[src/rtl/quantum_scheduler.sv]
// Round-robin process scheduler: tracks ready slots, counts the time quantum in retired
// instructions and sequences context save/restore with the PC and register file.
module quantum_scheduler #(
    parameter int NPROC           = 8,
    parameter int PID_W           = 3,
    parameter int QUANTUM_W       = 16,
    parameter int DEFAULT_QUANTUM = 1000
) (
    input  logic                 clk,
    input  logic                 reset,
    input  logic                 enable,
    input  logic [QUANTUM_W-1:0] quantum_val,
    input  logic                 instr_retired,
    input  logic                 proc_create,
    input  logic [PID_W-1:0]     create_pid,
    input  logic                 proc_kill,
    input  logic                 yield,
    input  logic                 save_done,
    input  logic                 restore_done,
    output logic [NPROC-1:0]     ready_mask,
    output logic [PID_W-1:0]     cur_pid,
    output logic                 cur_valid,
    output logic [PID_W-1:0]     next_pid,
    output logic                 ctx_save,
    output logic                 ctx_restore,
    output logic                 return_os
);

    typedef enum logic [2:0] {
        S_IDLE,
        S_PICK,
        S_RESTORE,
        S_RUN,
        S_SAVE
    } state_t;

    state_t               r_state;
    state_t               w_state_nxt;
    logic [NPROC-1:0]     r_ready;
    logic [NPROC-1:0]     w_ready_nxt;
    logic [PID_W-1:0]     r_cur_pid;
    logic [PID_W-1:0]     r_next_pid;
    logic [QUANTUM_W-1:0] r_cnt;
    logic                 r_save_to_idle;

    logic                 w_hit;
    logic [PID_W-1:0]     w_hit_pid;
    logic [PID_W-1:0]     w_idx;
    logic [NPROC-1:0]     w_cur_onehot;
    logic                 w_only_self;
    logic                 w_expire;
    logic                 w_rotate;
    logic [QUANTUM_W-1:0] w_load_val;

    assign w_cur_onehot = {{(NPROC-1){1'b0}}, 1'b1} << r_cur_pid;
    assign w_only_self  = (r_ready == w_cur_onehot);
    assign w_expire     = instr_retired && (r_cnt == QUANTUM_W'(1));
    assign w_rotate     = w_expire || yield;
    assign w_load_val   = (quantum_val == '0) ? QUANTUM_W'(DEFAULT_QUANTUM) : quantum_val;

    // Offsets 1..NPROC from cur_pid; offset NPROC wraps to cur_pid itself, checked last.
    always_comb begin
        w_hit     = 1'b0;
        w_hit_pid = '0;
        w_idx     = '0;
        for (int unsigned i = 1; i <= NPROC; i++) begin
            w_idx = r_cur_pid + PID_W'(i);
            if (!w_hit && r_ready[w_idx]) begin
                w_hit     = 1'b1;
                w_hit_pid = w_idx;
            end
        end
    end

    always_comb begin
        w_ready_nxt = r_ready;
        if (r_state == S_RUN && proc_kill)
            w_ready_nxt[r_cur_pid] = 1'b0;
        if (proc_create)
            w_ready_nxt[create_pid] = 1'b1;
    end

    always_ff @(posedge clk or negedge reset) begin
        if (!reset)
            r_state <= S_IDLE;
        else
            r_state <= w_state_nxt;
    end

    always_comb begin
        w_state_nxt = r_state;
        case (r_state)
            S_IDLE:    if (enable && r_ready != '0) w_state_nxt = S_PICK;
            S_PICK:    w_state_nxt = w_hit ? S_RESTORE : S_IDLE;
            S_RESTORE: if (restore_done) w_state_nxt = S_RUN;
            S_RUN: begin
                if (proc_kill)
                    w_state_nxt = S_PICK;
                else if (!enable)
                    w_state_nxt = S_SAVE;
                else if (w_rotate && !w_only_self)
                    w_state_nxt = S_SAVE;
            end
            S_SAVE:    if (save_done) w_state_nxt = r_save_to_idle ? S_IDLE : S_PICK;
            default:   w_state_nxt = S_IDLE;
        endcase
    end

    always_comb begin
        cur_valid   = (r_state == S_RUN);
        ctx_save    = (r_state == S_SAVE);
        ctx_restore = (r_state == S_RESTORE);
        return_os   = (r_state == S_PICK) && !w_hit;
    end

    assign ready_mask = r_ready;
    assign cur_pid    = r_cur_pid;
    assign next_pid   = r_next_pid;

    always_ff @(posedge clk or negedge reset) begin
        if (!reset) begin
            r_ready        <= '0;
            r_cur_pid      <= '0;
            r_next_pid     <= '0;
            r_cnt          <= '0;
            r_save_to_idle <= 1'b0;
        end else begin
            r_ready <= w_ready_nxt;
            case (r_state)
                S_PICK: begin
                    if (w_hit)
                        r_next_pid <= w_hit_pid;
                end
                S_RESTORE: begin
                    if (restore_done) begin
                        r_cur_pid <= r_next_pid;
                        r_cnt     <= w_load_val;
                    end
                end
                S_RUN: begin
                    r_save_to_idle <= !enable;
                    // The counter holds at 1 rather than wrapping; expiry is decided on 1.
                    if (!proc_kill && enable) begin
                        if (w_rotate && w_only_self)
                            r_cnt <= w_load_val;
                        else if (instr_retired && r_cnt > QUANTUM_W'(1))
                            r_cnt <= r_cnt - QUANTUM_W'(1);
                    end
                end
                default: ;
            endcase
        end
    end

endmodule
[config.mk]
export PLATFORM = sky130hd
export DESIGN_NAME = quantum_scheduler
export DESIGN_NICKNAME = d
export VERILOG_FILES = /design/src/rtl/quantum_scheduler.sv
export SDC_FILE = /design/constraint.sdc
export NUM_CORES = 1
export LEC_CHECK = 0
export ABC_AREA = 1
export BUFFER_PORTS_ARGS = -buffer_cell sky130_fd_sc_hd__buf_2
export CAP_MARGIN = 20
export CORE_MARGIN = 2
export CORE_UTILIZATION = 50
export CTS_CLUSTER_SIZE = 40
export DETAILED_ROUTE_END_ITERATION = 8
export PLACE_DENSITY = 0.71
export SETUP_SLACK_MARGIN = 0.5
export SKIP_LAST_GASP = 1
export SLEW_MARGIN = 20
export SYNTH_ARGS = -nofsm -noshare
export SYNTH_HDL_FRONTEND = slang
export SYNTH_SLANG_ARGS = --single-unit
[constraint.sdc]
create_clock -name clk -period 4.55 [get_ports clk]
set_input_delay 0.455 -clock clk [delete_from_list [all_inputs] [get_ports clk]]
set_output_delay 0.455 -clock clk [all_outputs]
set_load 0.01 [all_outputs]
==> flow_metrics.py <==
metrics = {
    "timing": {
        "slew_violations": 0,
        "fin_tns_setup_ns": 0,
        "rsz0062_at_grt": "no",
        "max_freq_mhz": 286,
        "period_needed_ns": 3.49,
        "finalCritPeriodShare_pct": 76.8,
        "finalSetupViolations": 0,
        "final_hold_viol_count": 0,
        "relSlewSlack_pct": 47.5,
        "setup_slack_ns": 1.06,
        "worstMarginPinSlew_ns": 0.788,
        "skew_ns": 0.0132,
    },
    "drt": {
        "wl_per_cell_um": 13.8,
        "drt_iter0_drc": 158,
        "drtPass1Iterations": 6,
        "num_vias": 3081,
        "viasPerCell": 5.47,
        "totalWireLength_um": 7750,
        "drc": 0,
        "ant_nets": 0,
    },
    "clocking": {
        "cts_sinks": 34,
        "clock_path_buffers": 2,
        "cts_buffers": 5,
        "ctsResizeCount": 0,
        "postCtsHoldBufs": 0,
        "cts_tree": "built",
        "clk_pin_slew_ns": 0.08,
        "worstSkewPairLatency_ns": 0.29,
        "cts-root-buf": "clkbuf_8",
        "postCtsSetupRepairBufs": 0,
        "htree_levels": 2,
    },
    "placed_design": {
        "placedInstanceArea_um2": 3280,
        "gp_congestion": 0.878,
        "dp_hpwl_um": 5980,
        "dp_slack_ns": 1.35,
        "io_buffers": 45,
    },
    "setup_path": {
        "crit_buf_inv": 3,
        "worstPathArrival_ns": 3.04,
        "worstSetupPathType": "flip-flop to output pin",
        "crit_path_frequent_cell": "nand2_1",
        "endpoint_kind": "output pin",
        "start_kind": "flip-flop",
        "critPathRequiredTime_ns": 4.09,
        "path_max_fanout": 13,
        "cp_slowest_cell": "dfrtp_1",
        "crit_chain": "inv_1 > ha_1 > inv_2 > nand3_1 > nand2_1 > nand2_1 > nand2_1 > nand4_4 > nor2_4 > nand3_2 > nor4_2 > buf_2",
        "slowest_delay_ns": 0.60,
        "crit_family": "simple AND/OR/NAND/NOR gates",
    },
    "run_status": {
        "status": "finished, final reports clean",
    },
    "yosys": {
        "syn_avg_cell_area_um2": 6.86,
        "ys_async_sr_fraction_pct": 100,
        "ys_types": 40,
        "ys_ff_latch": 34,
        "syn_nets": 486,
        "ys_seq_area_share_pct": 27.9,
        "synth-warning-count": 0,
        "synth_ff_type": "dfrtp_1",
        "synth_area_um2": 3050,
        "synth_edf_count": 0,
        "postSynthCellCount": 445,
    },
    "finish": {
        "n_antenna_cell": 0,
        "area_growth_pct": 12.0,
        "finish.instance_area_um2": 3420,
        "fillCellCount": 592,
        "layout_common_cells": "124 x nand2_1, 50 x inv_1, 47 x nand3_1, 45 x buf_2",
        "layout_commonest_cell": "nand2_1",
        "nNetsFinal": 528,
        "drive_above_1_share_pct": 18.6,
    },
    "floorplanning": {
        "core_area_um2": 5920,
        "die_h_um": 82.2,
        "fp.dieArea_um2": 6750,
        "dieWidth_um": 82.2,
        "initial_core_util_pct": 51.6,
        "pin_count": 46,
        "rows": 28,
    },
    "global_routing": {
        "track_usage_pct": 25.6,
        "grt_max_degree": 35,
        "gr-total-overflow": 0,
        "antenna_found_initial": 0,
        "grt_pass1_vias": 2888,
        "grt_pass1_wl_um": 13500,
    },
    "worst_hold_path": {
        "hold_path.class": "input port to async pin",
    },
    "power_and_ir_drop": {
        "p_leak_nw": 1.78,
        "powerDensity_nw_per_um2": 782,
        "vdd_ir_drop_max_v": 0.000393,
    },
    "job": {
        "drv_cap": 0,
    },
}
-- cells in the mapped netlist, drive strengths merged (7+ instances only) --
| cell type | instances | area (um^2) |
|---|---|---|
| ha | 13 | 163 |
| nor2 | 40 | 186 |
| dfrtp | 34 | 851 |
| nand3 | 59 | 363 |
| o21ai | 50 | 258 |
| nor4 | 8 | 56.3 |
| nor3 | 8 | 45.0 |
| xor2 | 10 | 87.6 |
| buf | 10 | 90.1 |
| nand4 | 7 | 58.8 |
| inv | 54 | 205 |
| nand2 | 133 | 537 |
-- stage by stage --
| step | hold WS, ns | total power [W] | cells | util, % |
|---|---|---|---|---|
| after floorplan | 0.159 | 0.00197 | 445 | - |
| after global placement | 0.478 | 0.00231 | 555 | 55.5 |
| after detailed placement | 0.490 | 0.00232 | 555 | 55.5 |
| after CTS | 0.264 | 0.00268 | 563 | 57.8 |
| after global routing | 0.301 | 0.00297 | 563 | 57.8 |
| final | 0.238 | 0.00268 | 563 | 57.8 |
-- final cells by class --
class	instances	area (um^2)	share of cell area [%]
clock buffer	5	68.8	2.01
clock inverter	3	68.8	2.01
inverter	54	205	6.00
multi-input combinational	347	1910	55.8
sequential	34	851	24.9
tap	75	93.8	2.74
timing repair buffer	45	225	6.58
-- routing by layer --
layer	part of all wire (%)	track usage (%)	up-vias	wire, um
met5	0	0	-	0
met4	2.2	8.83	0	170
met3	5.9	4.02	20	454
met2	47	43.2	110	3680
li1	-	-	1544	-
met1	45	33.5	1407	3450
-- sequential cells by signal, indices dropped and copies added, names as in the netlist --
name,count
next_pid,3
ready_mask,8
r_state,3
cur_pid,3
r_cnt,16
r_save_to_idle,1
-- path summary, 6_finish.rpt --
check,start,to,slack [ns],cells past startpoint
max,cur_pid[1],return_os,1.06,12
min,reset,r_cnt[5],0.24,1
max reg2reg,cur_pid[1],r_cnt[1],1.55,11
min reg2reg,r_cnt[7],r_cnt[7],0.51,2
max in group asynchronous,reset,cur_pid[0],3.80,1
min in group clk,quantum_val[8],r_cnt[8],0.40,3
-- power by group --
group | switching (W) | internal [W] | leakage (nW)
sequential | 0.000187 | 0.000436 | 0.404
combinational | 0.00112 | 0.000589 | 1.31
clock | 0.000123 | 0.000220 | 0.0683
-- kinds of logic after synthesis --
kind of cell | Yosys count | synth area share [%]
AO/OA/AOI/OAI | 58 | 10.3
buffers and inverters | 64 | 9.67
adder cells (fa/ha/maj) | 13 | 5.33
flip-flops | 34 | 27.9
XOR/XNOR | 14 | 4.01
AND/OR/NAND/NOR | 262 | 42.8
No activity file was read; power rests on OpenSTA's default activity.
